### config.mk
export PLATFORM = sky130hd
export DESIGN_NAME = crc_encoder
export DESIGN_NICKNAME = d
export VERILOG_FILES = /design/src/rtl/usb_pkg.sv /design/src/rtl/crc_gen.sv /design/src/rtl/crc_encoder.sv
export SDC_FILE = /design/constraint.sdc
export NUM_CORES = 1
export LEC_CHECK = 0
export ABC_CLOCK_PERIOD_IN_PS = 3600
export CAP_MARGIN = 20
export CORE_MARGIN = 2
export CORE_UTILIZATION = 40
export DETAILED_ROUTE_END_ITERATION = 8
export SETUP_SLACK_MARGIN = 0.1
export SLEW_MARGIN = 30
export SYNTH_ARGS = -nofsm -noshare
export SYNTH_HDL_FRONTEND = slang
export SYNTH_HIERARCHICAL = 1
export SYNTH_SLANG_ARGS = --single-unit
### constraint.sdc
create_clock -name clk -period 3.6 [get_ports clk]
set_clock_uncertainty 0.15 [all_clocks]
set_input_delay 0.72 -clock clk [delete_from_list [all_inputs] [get_ports clk]]
set_output_delay 0.72 -clock clk [all_outputs]
set_load 0.01 [all_outputs]
### src/rtl/usb_pkg.sv
// Shared USB packet definitions: packet classes, sync pattern, CRC
// polynomials/residues, payload lengths and PID classification.
package usb_pkg;

  typedef enum logic [1:0] {
    HANDSHAKE,
    TOKEN,
    DATA
  } pkt_type_t;

  typedef enum logic [2:0] {
    S_IDLE,
    S_SYNC,
    S_PID,
    S_PAYLOAD,
    S_CRC,
    S_DONE
  } enc_state_t;

  localparam logic [7:0]  SYNC          = 8'h01;
  localparam logic [4:0]  CRC5_POLY     = 5'b00101;
  localparam logic [15:0] CRC16_POLY    = 16'h8005;
  localparam logic [4:0]  CRC5_RESIDUE  = 5'b01100;
  localparam logic [15:0] CRC16_RESIDUE = 16'h800D;
  localparam int          TOKEN_LEN     = 11;
  localparam int          DATA_LEN      = 64;

  function automatic pkt_type_t pid_class(
    input logic [3:0] p
  );
    pkt_type_t t;
    t = HANDSHAKE;
    if (p[3:1] == 3'b100) t = TOKEN;
    else if (p == 4'b1100) t = DATA;
    return t;
  endfunction

endpackage

### src/rtl/crc_gen.sv
// Serial LFSR CRC generator, MSB-first, preset to all ones.
// Ports: clk, rst_b, preset (load ones), en (shift bitIn), crc (register).
module crc_gen #(
  parameter int               WIDTH = 5,
  parameter logic [WIDTH-1:0] POLY  = '0
) (
  input  logic             clk,
  input  logic             rst_b,
  input  logic             preset,
  input  logic             en,
  input  logic             bitIn,
  output logic [WIDTH-1:0] crc
);

  logic fb;

  assign fb = crc[WIDTH-1] ^ bitIn;

  always_ff @(posedge clk or negedge rst_b) begin
    if (!rst_b) begin
      crc <= '1;
    end else if (preset) begin
      crc <= '1;
    end else if (en) begin
      crc <= {crc[WIDTH-2:0], 1'b0} ^ (fb ? POLY : '0);
    end
  end

endmodule

### src/rtl/crc_encoder.sv
// Serial USB packet transmitter: sync, PID, payload, complemented CRC.
// Ports: clk, rst_b, pid/addr/endp/data + pktInAvail/readyIn (packet in),
// bitOut/bitOutAvail/readyOut (serial out), pktSent (done pulse).
module crc_encoder
  import usb_pkg::*;
#(
  parameter int DATA_BITS = 64
) (
  input  logic                 clk,
  input  logic                 rst_b,
  input  logic [3:0]           pid,
  input  logic [6:0]           addr,
  input  logic [3:0]           endp,
  input  logic [DATA_BITS-1:0] data,
  input  logic                 pktInAvail,
  output logic                 readyIn,
  output logic                 bitOut,
  output logic                 bitOutAvail,
  input  logic                 readyOut,
  output logic                 pktSent
);

  enc_state_t state, state_n;
  pkt_type_t kind_q;
  logic [6:0] cnt;
  logic [3:0] pid_q;
  logic [DATA_BITS-1:0] pay_q;
  logic [4:0] crc5;
  logic [15:0] crc16;
  logic [15:0] crc_sel;
  logic [7:0] pid_byte;
  logic [2:0] bidx;
  logic [3:0] cidx;
  logic xfer, accept, seg_last;

  assign xfer   = bitOutAvail && readyOut;
  assign accept = pktInAvail && readyIn;

  assign pid_byte = {pid_q, ~pid_q};
  assign bidx     = 3'd7 - cnt[2:0];
  assign cidx     = 4'd15 - cnt[3:0];
  // CRC5 left-aligned so both widths read out from bit 15 down.
  assign crc_sel  = (kind_q == TOKEN) ? {crc5, 11'b0} : crc16;

  crc_gen #(.WIDTH(5), .POLY(CRC5_POLY)) u_crc5 (
    .clk    (clk),
    .rst_b  (rst_b),
    .preset (accept),
    .en     (xfer && state == S_PAYLOAD),
    .bitIn  (pay_q[DATA_BITS-1]),
    .crc    (crc5)
  );

  crc_gen #(.WIDTH(16), .POLY(CRC16_POLY)) u_crc16 (
    .clk    (clk),
    .rst_b  (rst_b),
    .preset (accept),
    .en     (xfer && state == S_PAYLOAD),
    .bitIn  (pay_q[DATA_BITS-1]),
    .crc    (crc16)
  );

  always_comb begin
    seg_last = 1'b0;
    unique case (state)
      S_SYNC, S_PID: seg_last = (cnt == 7'd7);
      S_PAYLOAD: seg_last = (kind_q == TOKEN)
                          ? (cnt == 7'(TOKEN_LEN - 1))
                          : (cnt == 7'(DATA_LEN - 1));
      S_CRC: seg_last = (kind_q == TOKEN)
                      ? (cnt == 7'd4) : (cnt == 7'd15);
      default: seg_last = 1'b0;
    endcase
  end

  always_comb begin
    state_n = state;
    unique case (state)
      S_IDLE: if (accept) state_n = S_SYNC;
      S_SYNC: if (xfer && seg_last) state_n = S_PID;
      S_PID: begin
        if (xfer && seg_last) begin
          state_n = (kind_q == HANDSHAKE) ? S_DONE : S_PAYLOAD;
        end
      end
      S_PAYLOAD: if (xfer && seg_last) state_n = S_CRC;
      S_CRC: if (xfer && seg_last) state_n = S_DONE;
      S_DONE: state_n = S_IDLE;
      default: state_n = S_IDLE;
    endcase
  end

  always_ff @(posedge clk or negedge rst_b) begin
    if (!rst_b) begin
      state <= S_IDLE;
      cnt   <= '0;
    end else begin
      state <= state_n;
      if (state_n != state) cnt <= '0;
      else if (xfer) cnt <= cnt + 7'd1;
    end
  end

  // Token payload is left-aligned so both kinds shift out of the MSB.
  always_ff @(posedge clk or negedge rst_b) begin
    if (!rst_b) begin
      pid_q  <= '0;
      kind_q <= HANDSHAKE;
      pay_q  <= '0;
    end else if (accept) begin
      pid_q  <= pid;
      kind_q <= pid_class(pid);
      pay_q  <= (pid_class(pid) == TOKEN)
              ? {addr, endp, {(DATA_BITS-11){1'b0}}}
              : data;
    end else if (xfer && state == S_PAYLOAD) begin
      pay_q <= {pay_q[DATA_BITS-2:0], 1'b0};
    end
  end

  always_comb begin
    readyIn     = 1'b0;
    bitOutAvail = 1'b0;
    pktSent     = 1'b0;
    bitOut      = 1'b0;
    unique case (state)
      S_IDLE: readyIn = 1'b1;
      S_SYNC: begin
        bitOutAvail = 1'b1;
        bitOut      = SYNC[bidx];
      end
      S_PID: begin
        bitOutAvail = 1'b1;
        bitOut      = pid_byte[bidx];
      end
      S_PAYLOAD: begin
        bitOutAvail = 1'b1;
        bitOut      = pay_q[DATA_BITS-1];
      end
      S_CRC: begin
        bitOutAvail = 1'b1;
        bitOut      = ~crc_sel[cidx];
      end
      S_DONE: pktSent = 1'b1;
      default: ;
    endcase
  end

endmodule
[Yosys cells after proc, flatten, opt, wreduce, memory -nomap -nowiden]
Memory sizes are Yosys's and may differ from the RTL's.
Cells that the tools add are included.
Operators by class
  add/subtract/negate cells: 3
  multipliers: 0
  divide/modulo/power cells: 0
  order comparisons: 2
  equal/unequal tests: 15
  shifts and indexed selects: 0
  muxes and demuxes: 34
  bitwise gates (word level): 6
  reductions and logical operators: 10
Operators with widths (count)
  $mux W64: 3
  $mux W16: 4
  $mux W3: 7
  $xor A16 B16 Y16: 1
  $pmux W3 S5: 1
  $eq A7 B3 Y1 const B: 2
  $eq A7 B4 Y1 const B: 2
  $mux W7: 2
  $mux W5: 2
  $eq A3 B3 Y1 const B: 3
  $mux W1: 8
  $add A7 B1 Y7 const B: 1
  $eq A7 B6 Y1 const B: 1
  $eq A3 B2 Y1 const B: 2
  $mux W2: 3
  $lt A4 B5 Y1 const B: 1
  $xor A5 B5 Y5: 1
  $bmux W1 S4: 1
  $eq A2 B1 Y1 const B: 2
  $eq A4 B4 Y1 const B: 1
  $logic_and A1 B1 Y1: 4
  $lt A3 B4 Y1 const B: 1
  $not A4 Y4: 1
  $pmux W1 S4: 1
  13 further kinds: 15
Word-level totals
  register bits: 101
  latch bits: 0
  bits in writable memories: 0
  ROM bits: 8
  word-level logic and storage cells: 78
  memories: 1
Memory list
  (no name shown): words 8, bits a word 1, rd ports 1, clocked after Yosys merged registers in 0, write ports 0, line crc_encoder.sv:130  | bitOut = SYNC[bidx];

[Logic depth before layout (Yosys ltp)]
  word-level depth: 9
  gate-level depth with buffers: 8
  depth with buffers taken out: 6

[Hierarchy]
The synthesis kept the hierarchy.
By module, submodules not included
  crc_encoder: instances 1, cells an instance 505, area an instance 4179.0 um2, seq. area each 2001.9 um2
  crc_gen at u_crc16: instances 1, cells an instance 56, area an instance 726.9 um2, seq. area each 420.4 um2
  crc_gen at u_crc5: instances 1, cells an instance 18, area an instance 246.5 um2, seq. area each 131.4 um2

[Worst setup path after synthesis]
Ideal clock, no wire load.
  path kind: register to output
  from: register cnt[0]
  to: output bitOut
  arrival: 1.817 ns
  required time: 2.730 ns
  slack: 0.913 ns
  stages on the path, launching flop included: 7
  cell sequence: dfrtp_1 > clkbuf_1 > mux4_2 > xnor2_1 > nor3_1 > a21oi_1 > o22ai_1
On the way
  word-level cells in the longest chain between the ends: 5
  elaborated cells on any way between the ends: 10
  classes of those cells: 2 x add/sub; 6 x mux; 1 x bitwise; 1 x memory
Ends and longest elaborated chain
  from (decl): line crc_encoder.sv:25  | logic [6:0] cnt;
  from (signal assigned): line crc_encoder.sv:100  | else if (xfer) cnt <= cnt + 7'd1;
  $sub A4 B4 Y4: line crc_encoder.sv:41  | assign cidx = 4'd15 - cnt[3:0];
  $bmux W1 S4: line crc_encoder.sv:142  | bitOut = ~crc_sel[cidx];
  $mux W1 (not written as such): line crc_encoder.sv:142
  $not A1 Y1: line crc_encoder.sv:142
  $pmux W1 S4 (*): line crc_encoder.sv:126  | unique case (state)
  to (decl): line crc_encoder.sv:17  | output logic bitOut,
Every way passes the cells marked *; elsewhere a longest branch is shown, timed or not. The select of a mux whose other input is x is not followed.

[Final worst setup path]
  from: register kind_q[1]
  to: output bitOut
On the way
  word-level cells in the longest chain between the ends: 6
Ends and longest elaborated chain
  from (decl): line crc_encoder.sv:24  | pkt_type_t kind_q;
  from (signal assigned): line crc_encoder.sv:112  | kind_q <= pid_class(pid);
  $eq A2 B1 Y1: line crc_encoder.sv:43  | assign crc_sel = (kind_q == TOKEN) ? {crc5, 11'b0} : crc16;
  $mux W16: line crc_encoder.sv:43
  $bmux W1 S4: line crc_encoder.sv:142
  $mux W1 (not written as such): line crc_encoder.sv:142
  $not A1 Y1: line crc_encoder.sv:142
  $pmux W1 S4: line crc_encoder.sv:126
No other way between the ends. The select of a mux whose other input is x is not followed.

==> results.txt <==
The largest stage delay on the critical path came out at 500 ps. Entering global routing, the biggest net connects 65 pins. The clock insertion delay at the later pin of the skew report is 350 ps. The number of sinks driven by the clock tree came out at 101.

The layout cell share with drive strength beyond 1 is 0.1128. Summed over all instances, the cell type with the most area after synthesis is dfrtp_1. For this run, the register share of the synthesized area comes to 0.4956. The CTS tree is done. At the worst endpoint, the required time is 2730 ps.

The number of rows created at floorplan is 41. In the post-synthesis netlist, the biggest area contributors are dfrtp_1 39%, nand2_1 12%, dfstp_2 11%. The initial utilization of the core area, before any placement, comes to 0.4083.

The number of enable-type register cells in the synthesized netlist is 0. The number of buffers added on ports is 86. The per-cell routed wire length came out at 15.22 um. The number of H-tree levels came out at 3. Clock-pin slew was measured on the worst setup and hold paths at 60 ps. The detail route stage leaves a number of antenna-violating nets equal to 0. The leakage power is 0.002687 uW. The cell chosen for the clock root is clkbuf_16. The worst slew margin relative to its limit is 0.4829. Setup repair after global routing left no endpoint under its margin. STA classifies the critical path endpoint as an output port. The number of unique standard cell types used by synthesis came out at 50. The routability congestion estimate is 0.8507. The post-synthesis area per instance is 8.899 um2. Clock tree synthesis inserted a total of 9 buffers. The all-layer global routing usage came out at 0.1887. The number of antenna violations at the first check in global routing was 0. The synthesized area is 5152 um2. The first routing iteration left 315 violations. The final cycle utilization of the critical path is 0.8483. The peak ir drop on the vdd network is 0.2286 mV.

The maximum number of buffers from clock root to sink came out at 2. The critical path is of the flop to output port type. Setup violations remaining at the end of the flow were counted as 0. The total grt overflow is 0. The number of global-route vias before repair came to 4,319. In this run the horizontal extent of the chip is 117.5 um. The flow ran to the end, and the final reports show no timing, DRC or antenna violations. Data arrives at the worst endpoint at 2180 ps.

The region available for standard cell placement spans 12,620 um2. After detailed routing, the number of remaining DRC violations is 0. Leaving out fill and tap cells, the most frequent cell in the layout is nand2_1. The largest delay contributor family on the critical path is multiplexers. The tool flagged a number of max-cap violations equal to 0. The die outline area came out at 13,810 um2. The number of diodes came out at 0.

The final period demand of the worst path is 3054 ps. The count of yosys warnings during synthesis is 6. The achievable clock frequency came out at 327.5 MHz. The final route contains 4,410 vias.

The synthesized netlist net count is 664. The critical-path maximum fanout is 7. The critical path buffer and inverter count is 2.

The post-synthesis instance total is 579. The power density normalized to cell area came out at 599.3 nW/um2. In the final design database the tool counted 727 nets. The largest individual stage delay along the critical path comes from the cell mux4_2. The finished layout holds 819 standard cells, fillers aside.

For this run, the leading register cell type out of synthesis is dfrtp_1. In this run, placement finished with an instance count of 803. The first global-routing pass estimated 21,290 um of wire. Traced cell by cell, the critical path runs through nor2b_1 -> buf_4 -> mux4_2 -> nor3b_1 -> nor4_1 -> o22ai_1 -> dlymetal6s2s_1.

The detailed-router iteration count before antenna repair came out at 4. STA classifies the critical path startpoint as a flop. Summed over all layers, the routed wires come to 12,460 um.

The async set-or-reset flop fraction in the synthesized netlist is 1.000. In this run the worst hold path is classified as input pin to asynchronous set/reset pin. The share of synthesized area in the top cell type comes to 0.3885. For this design the top-level I/O count stands at 87. The count of state elements after synthesis is 101.

The actual transition at the worst max-transition pin is 774.5 ps. The top cell types in the final layout, fill and taps aside, are 169 x nand2_1, 84 x clkdlybuf4s50_1, 79 x dfrtp_1. Dividing the detail-routed via count by the number of cells gives 5.385. The final count of hold timing violations is 0. The final count of pins violating max slew was 0.

The hold-fix buffer count after cts is 0. The HPWL after detailed placement is 8244 um. The sum of negative setup slack came out at 0 ps. The layout overhead on the synthesized area came out at 25.93%.

Measured along the y axis, the die boundary spans 117.5 um.
synth_stat cells (4+ instances only):
library cell	instances
nand2_1	171
dfrtp_1	80
a31oi_1	63
a21oi_1	58
clkbuf_1	34
dfstp_2	21
a211o_1	16
and3_1	15
nor2_1	13
nor2b_1	11
xor2_1	8
mux4_2	6
nand3_1	6
and2b_2	5
buf_2	5
inv_1	5
xnor2_1	5
buf_1	4
nand2b_1	4
nor3_1	4
final cells by class:
| type | instances | area (um2) |
|---|---|---|
| clock buffers | 13 | 270.3 |
| flip-flops and latches | 101 | 2555 |
| fillers | 1235 | 6131 |
| repair buffers | 97 | 955.9 |
| multi-input cells | 426 | 2399 |
| clock inverters | 3 | 67.56 |
| well taps | 172 | 215.2 |
| inverters | 7 | 26.28 |
metrics by stage:
step           hold WS (ps)  power, uW  setup slack, ps  instance area, um2    util
6_report              283.0       3889            546.2                6489  0.5142
3_5_place_dp          322.6       2823            458.0                6147  0.4871
4_1_cts               310.1       3930            162.0                6486  0.5140
5_1_grt               339.7       4172            396.7                6489  0.5142
3_3_place_gp          317.2       2790            445.3                6147  0.4871
2_1_floorplan         274.4       2481            913.3                5152       -
power breakdown:
part	switching, uW	internal, uW
clock network	412	666
registers	284	1540
logic	515	473
total	1210	2680
per-layer routing:
| metal | part of all wire | GRT usage |
|---|---|---|
| met3 | 0.047 | 0.04797 |
| met1 | 0.48 | 0.2548 |
| met2 | 0.47 | 0.3001 |
| met5 | 0 | 0 |
| met4 | 0.012 | 0.05798 |
final timing paths:
check	end	slack, ps	cells after the start	from
min	pay_q[7]$_DFFE_PN0P_	280	1	rst_b
min reg2reg	pid_q[0]$_DFFE_PN0P_	330	2	pid_q[0]$_DFFE_PN0P_
min in group clk	pid_q[0]$_DFFE_PN0P_	330	2	pid_q[0]$_DFFE_PN0P_
max reg2reg	cnt[3]$_DFFE_PN0P_	830	6	state[0]$_DFF_PN0_
max	bitOut	550	7	kind_q[1]$_DFFE_PN0P_
max in group asynchronous	u_crc16/crc[9]$_DFFE_PN1P_	2290	2	rst_b
registers in the layout (all words and copies together) (netlist names):
register	cells
cnt	7
kind_q	2
pay_q	64
pid_q	4
state	3
u_crc16/crc	16
u_crc5/crc	5
kinds of logic after synthesis:
| logic type | Yosys count | synth area share |
|---|---|---|
| and+or+nand+nor | 246 | 0.2137 |
| AOI/OAI and AO/OA | 156 | 0.1875 |
| DFF | 101 | 0.4956 |
| buffers and inverters | 52 | 0.04128 |
| xor gates and xnor gates | 14 | 0.02671 |
| muxes | 8 | 0.03035 |
| adders and majority gates | 2 | 0.004856 |
worst reg2reg max path, stage by stage (launching register included):
cell and delay, ps:
dfrtp_1 520, nor3b_2 410, nand2_1 120, a2111oi_0 570
nor2_1 210, o211ai_1 540, nor2_1 110
timing repair:
action                                 in CTS  in global routing
setup endpoints to repair                   1                  1
setup buffers                               0                  0
gates resized for setup                     1                  1
endpoints found under the hold margin       0                  0
(Power assumes the default switching activity.)
